File: src/rtl/dmem_arbiter.sv
// -----------------------------------------------------------------------------
// dmem_arbiter
//
// Shares one single-port data memory (32-bit words, 1-cycle synchronous read)
// between the processor MM stage (port C) and the host loader/debug port
// (port H). The grant is decided combinationally each cycle. The winner drives
// the memory address, write data and write enable. Read data comes back one
// cycle after the grant, and the rvalid of the port that won marks it.
//
// Parameters
//   MODE        0 = round-robin, 1 = C-priority with host starvation limit
//   STARVE_MAX  MODE 1: contended cycles H may lose before it is forced to win
//   CNT_W       width of the saturating contention counter
//
// Ports
//   clk, rst                  clock, asynchronous active-high reset
//   c_req/c_we/c_addr/c_wdata port C request, write flag, byte address, data
//   c_gnt                     port C granted this cycle (combinational)
//   c_rvalid                  port C read data valid (cycle after grant)
//   h_*                       same set for port H
//   rdata                     read data shared by both ports (= mem_out)
//   mem_addr/mem_in/mem_we    word address, write data, write enable to memory
//   mem_out                   memory read data (1-cycle latency)
//   conflict_cnt              saturating count of cycles with c_req && h_req
// -----------------------------------------------------------------------------
module dmem_arbiter #(
    parameter int MODE       = 0,
    parameter int STARVE_MAX = 4,
    parameter int CNT_W      = 16
) (
    input  logic             clk,
    input  logic             rst,
    input  logic             c_req,
    input  logic             c_we,
    input  logic [31:0]      c_addr,
    input  logic [31:0]      c_wdata,
    output logic             c_gnt,
    output logic             c_rvalid,
    input  logic             h_req,
    input  logic             h_we,
    input  logic [31:0]      h_addr,
    input  logic [31:0]      h_wdata,
    output logic             h_gnt,
    output logic             h_rvalid,
    output logic [31:0]      rdata,
    output logic [31:0]      mem_addr,
    output logic [31:0]      mem_in,
    output logic             mem_we,
    input  logic [31:0]      mem_out,
    output logic [CNT_W-1:0] conflict_cnt
);

    typedef enum logic {
        LAST_C = 1'b0,
        LAST_H = 1'b1
    } last_t;

    localparam logic [7:0]       STARVE_LIM = 8'(STARVE_MAX);
    localparam logic [CNT_W-1:0] CNT_SAT    = '1;

    last_t            last_grant_reg, last_grant_next;
    logic [7:0]       starve_reg, starve_next;
    logic [CNT_W-1:0] conflict_reg, conflict_next;
    logic             contended;
    logic             c_wins;
    logic [1:0]       gnt_vec;
    logic [1:0]       we_vec;
    logic [1:0]       rvalid_vec;

    assign contended = c_req && h_req;

    // Winner selection. Without contention the sole requester wins. An idle
    // cycle leaves c_wins low, so neither port is granted.
    always_comb begin
        c_wins = c_req;
        if (contended) begin
            if (MODE == 0) begin
                c_wins = (last_grant_reg == LAST_H);
            end else begin
                c_wins = (starve_reg != STARVE_LIM);
            end
        end
    end

    // Grants are masked by rst directly, so no access reaches the memory
    // while reset is held. This also holds in the cycle where reset arrives
    // between edges.
    assign c_gnt = !rst && c_wins;
    assign h_gnt = !rst && h_req && !c_wins;

    // The memory follows H only when H is granted. Otherwise it shows C's
    // request, including in idle cycles.
    assign mem_addr = h_gnt ? {2'b00, h_addr[31:2]} : {2'b00, c_addr[31:2]};
    assign mem_in   = h_gnt ? h_wdata : c_wdata;
    assign mem_we   = (c_gnt && c_we) || (h_gnt && h_we);

    assign rdata        = mem_out;
    assign conflict_cnt = conflict_reg;

    always_comb begin
        last_grant_next = last_grant_reg;
        if (c_gnt) begin
            last_grant_next = LAST_C;
        end else if (h_gnt) begin
            last_grant_next = LAST_H;
        end

        // Counts consecutive cycles in which H waits. Any H grant resets it,
        // and so does any cycle in which H withdraws its request.
        starve_next = 8'd0;
        if ((MODE != 0) && h_req && !h_gnt) begin
            starve_next = (starve_reg == STARVE_LIM) ? starve_reg : starve_reg + 8'd1;
        end

        conflict_next = conflict_reg;
        if (contended && (conflict_reg != CNT_SAT)) begin
            conflict_next = conflict_reg + CNT_W'(1);
        end
    end

    always_ff @(posedge clk or posedge rst) begin
        if (rst) begin
            last_grant_reg <= LAST_H;
            starve_reg     <= 8'd0;
            conflict_reg   <= '0;
        end else begin
            last_grant_reg <= last_grant_next;
            starve_reg     <= starve_next;
            conflict_reg   <= conflict_next;
        end
    end

    // Read-return tags: index 0 = C, index 1 = H. A granted read raises its
    // port's rvalid for exactly the following cycle. Writes raise nothing.
    assign gnt_vec = {h_gnt, c_gnt};
    assign we_vec  = {h_we, c_we};

    genvar gi;
    generate
        for (gi = 0; gi < 2; gi++) begin : g_port
            logic rvalid_reg;

            always_ff @(posedge clk or posedge rst) begin
                if (rst) begin
                    rvalid_reg <= 1'b0;
                end else begin
                    rvalid_reg <= gnt_vec[gi] && !we_vec[gi];
                end
            end

            assign rvalid_vec[gi] = rvalid_reg;
        end
    endgenerate

    assign c_rvalid = rvalid_vec[0];
    assign h_rvalid = rvalid_vec[1];

endmodule

File: config.mk
export PLATFORM = sky130hd
export DESIGN_NAME = dmem_arbiter
export DESIGN_NICKNAME = d
export VERILOG_FILES = /design/src/rtl/dmem_arbiter.sv
export SDC_FILE = /design/constraint.sdc
export NUM_CORES = 1
export LEC_CHECK = 0
export BUFFER_PORTS_ARGS = -buffer_cell sky130_fd_sc_hd__buf_2
export CAP_MARGIN = 40
export CELL_PAD_IN_SITES_DETAIL_PLACEMENT = 0
export CELL_PAD_IN_SITES_GLOBAL_PLACEMENT = 1
export CORE_AREA = 2 2 110 112
export DETAILED_ROUTE_END_ITERATION = 16
export DIE_AREA = 0 0 112 114
export PLACE_DENSITY = 0.86
export SYNTH_ARGS = -nofsm -noshare
export SYNTH_HDL_FRONTEND = slang
export SYNTH_SLANG_ARGS = --single-unit
export TNS_END_PERCENT = 100
File: constraint.sdc
create_clock -name clk -period 3.41 [get_ports clk]
set_input_delay 0.5115 -clock clk [delete_from_list [all_inputs] [get_ports clk]]
set_output_delay 0.5115 -clock clk [all_outputs]
set_load 0.03 [all_outputs]
==> metrics.md <==
| Metric | Value |
|---|---|
| Period utilization | `69.6%` |
| I/O Buffers | `212` |
| TNS Setup | `0 ns` |
| Core Box Area | `11,700 µm²` |
| Final total power | `1.14 mW` |
| Status | `finished clean` |
| Gr ovfl total | `0` |
| Final hold viol count | `0` |
| Max Slew Vio Count | `0` |
| Multi-input logic area | `1170 µm²` |
| Switching pwr | `approximately 0.5 mW` |
| Post-cts sizing count | `0` |
| Post-layout min period | `2.37 ns` |
| Num CTS Buffers | `3` |
| Top post-synthesis cells by area | `mux2_1, dfrtp_1, buf_4, xnor2_1, buf_6` |
| Crit path largest cell delay | `roughly 0.54 ns` |
| Most used DFF post-synth | `dfrtp_1` |
| Routed length per instance | `15.8 µm` |
| Detailed Routing Iterations Pass 1 | `3` |
| Clock share of power | `20.8%` |
| Final worst setup slack | `1.04 ns` |
| Internal Pwr Total | `between 0.6 and 0.7 mW` |
| Iter 0 DRT Violations | `54` |
| Gpl congestion | `0.894` |
| Hpwl dp | `7300 µm` |
| Hold-fix buffers, CTS | `0` |
| WP data arrival | `around 1.9 ns` |
| Reg2Reg Setup Slack | `between 1.5 and 2 ns` |
| Endpoints failing setup | `0` |
| Worst r2r dst | `conflict_cnt[1]` |
| Ys async rst share | `100%` |
| Initial Utilization | `17.0%` |
| # Post-CTS Setup Buffers | `0` |
| Die X | `around 110 µm` |
| Critical Path Slowest Stage Cell | `dfstp_2` |
| CP Data Required Time | `2.90 ns` |
| CP cell instances | `a21o_2 > buf_12 > mux2_1 > buf_2` |
| Synthesized flop and latch total | `19` |
| Vias in the first global route | `2,081` |
| Synth-to-layout area growth | `52.1%` |
| CTS tree | `yes` |
| Wirelength, routed | `8150 µm` |
| Maxcap violations | `0` |
| Seq/Total Area, Yosys | `24.0%` |
| Flip-flop count of the largest register after layout | `16` |
| Post-synth EDFFs | `0` |
| Clock Skews | `0.00121 ns` |
| Antenna cells | `0` |
| Synthesized instance count | `191` |
| First-pass GRT wire length | `11,600 µm` |
| Max Fclk | `421 MHz` |
| Peak supply drop | `0.299 mV` |
| Via count | `2,151` |
| Tot GR Track Use | `11.8%` |
| Worst setup SP type | `register` |
| Yosys cell types | `36` |
| Synth top area share | `34.6%` |
| Antenna violations before repair | `0` |
| DRC viols | `0` |
| RSZ-0062 raised after global routing | `no` |
| Setup WS pre-CTS | `1.14 ns` |
| Clock sinks | `19` |
| DRT antenna net count | `0` |
| Sequential Area | `477 µm²` |
| Root buffer cell | `clkbuf_16` |
| Combinational power share | `between 50% and 60%` |
| CTS H-tree depth | `1` |
| Mean post-synth cell area | `10.4 µm²` |
| Full die area | `12,800 µm²` |
| Clk buf depth | `2` |
| Critical path capture point type | `primary output` |
| Sw frac | `between 40 and 50%` |
| Proportion of layout cells with a drive suffix above 1 | `64.1%` |
| Largest net degree at the start of global routing | `54` |
| Dominant cell type by area after synthesis | `mux2_1` |
| Reg2reg path depth | `4` |
| Rows | `40` |
| Die Ht | `114 µm` |
| Worst Setup SP | `last_grant_reg` |
| Layout Nets | `538` |
| I/O pin count | `283` |
| Fill count | `1,283` |
| Critical path peak fanout | `53` |
| Clk_lat worst skew | `0.25 ns` |
| Pwr/cell area | `about 380 nW/µm²` |
| Min-Delay Path Class | `input port to async pin` |
| WS Path Type | `register to primary output` |
| Post-Syn Area | `1990 µm²` |
| Reg power frac | `28.9%` |
| Clk slew on worst S/H paths | `0.05 ns` |
| Worst reg2reg path startpoint | `conflict_cnt[0]` |
| Vias per std cell | `4.16` |
| Leakage | `between 1.5 and 2 nW` |
| Synthesis warning total | `0` |
## final cells by class
cell class | count | area share [%]
Inverter | 3 | 0.373
Timing Repair Buffer | 215 | 36.3
Tap cell | 147 | 6.09
Clock inverter | 1 | 0.166
Multi-Input combinational cell | 129 | 38.8
Clock buffer | 3 | 2.49
Sequential cell | 19 | 15.8
## per-layer routing
| metal | up-vias | track usage [%] | share of wire, % | wire length [µm] |
|---|---|---|---|---|
| met1 | 1019 | 12.0 | 34 | 2790 |
| li1 | 1010 | - | - | - |
| met3 | 12 | 7.23 | 17 | 1360 |
| met2 | 110 | 20.1 | 48 | 3880 |
| met5 | - | 0 | 0 | 0 |
| met4 | 0 | 3.66 | 1.5 | 124 |
## logic make-up after synthesis
family / count (synthesis) / share of synthesized area [%]
xor+xnor: 11 / 4.85
mux: 65 / 36.9
flops: 19 / 24.0
buf+inv: 44 / 17.2
other cells: 1 / 0.189
compound gates: 11 / 4.10
fa+ha+maj: 1 / 0.630
simple gates: 39 / 12.2
## worst max path at each step
stage,to
after floorplan,mem_we
after global placement,mem_addr[5]
after detailed placement,mem_addr[5]
after CTS,mem_addr[5]
after global routing,mem_addr[5]
final,mem_addr[5]
## per-stage QoR
step	std cells	area [µm²]	hold slack (ns)	util, %
after floorplan	192	1990	0.365	-
after global placement	513	2940	0.494	25.1
after detailed placement	513	2940	0.510	25.1
after CTS	517	3020	0.294	25.8
after global routing	517	3020	0.321	25.8
final	517	3020	0.285	25.8
## worst max-delay path, delay by kind of cell, from the launching register on
family          cells  cell delay (ns)
compound gates      1             0.18
buf+inv             2             0.46
flops               1             0.54
mux                 1             0.39
## power groups by stage
stage          combinational [mW]  clock (mW)  sequential, mW
4_1_cts                     0.584       0.246           0.330
2_1_floorplan               0.370           0           0.394
3_5_place_dp                0.581           0           0.334
6_report                    0.573       0.237           0.330
5_1_grt                     0.613       0.260           0.338
3_3_place_gp                0.573           0           0.328
## cell usage in the layout (no fill, tap or decap), types with 3 or more instances in the layout
cell | Yosys | routed
buf_2 | 0 | 212
mux2_1 | 61 | 61
dfrtp_1 | 18 | 18
nand2_1 | 9 | 9
nand4_1 | 8 | 8
xnor2_1 | 8 | 8
nand3_1 | 6 | 6
a31oi_1 | 4 | 4
mux2_2 | 4 | 4
xor2_1 | 3 | 3
clkbuf_16 | 0 | 3
## synth_stat cells, drive strengths merged (2+ instances only)
cell and instances:
mux2 65, buf 41, dfrtp 18, nand2 10
nand4 8, xnor2 8, nand3 6, a31oi 4
nor2 4, and3 3, and4 3, inv 3
xor2 3, o21ai 2
Note: power is estimated with default switching activity, not from simulation.
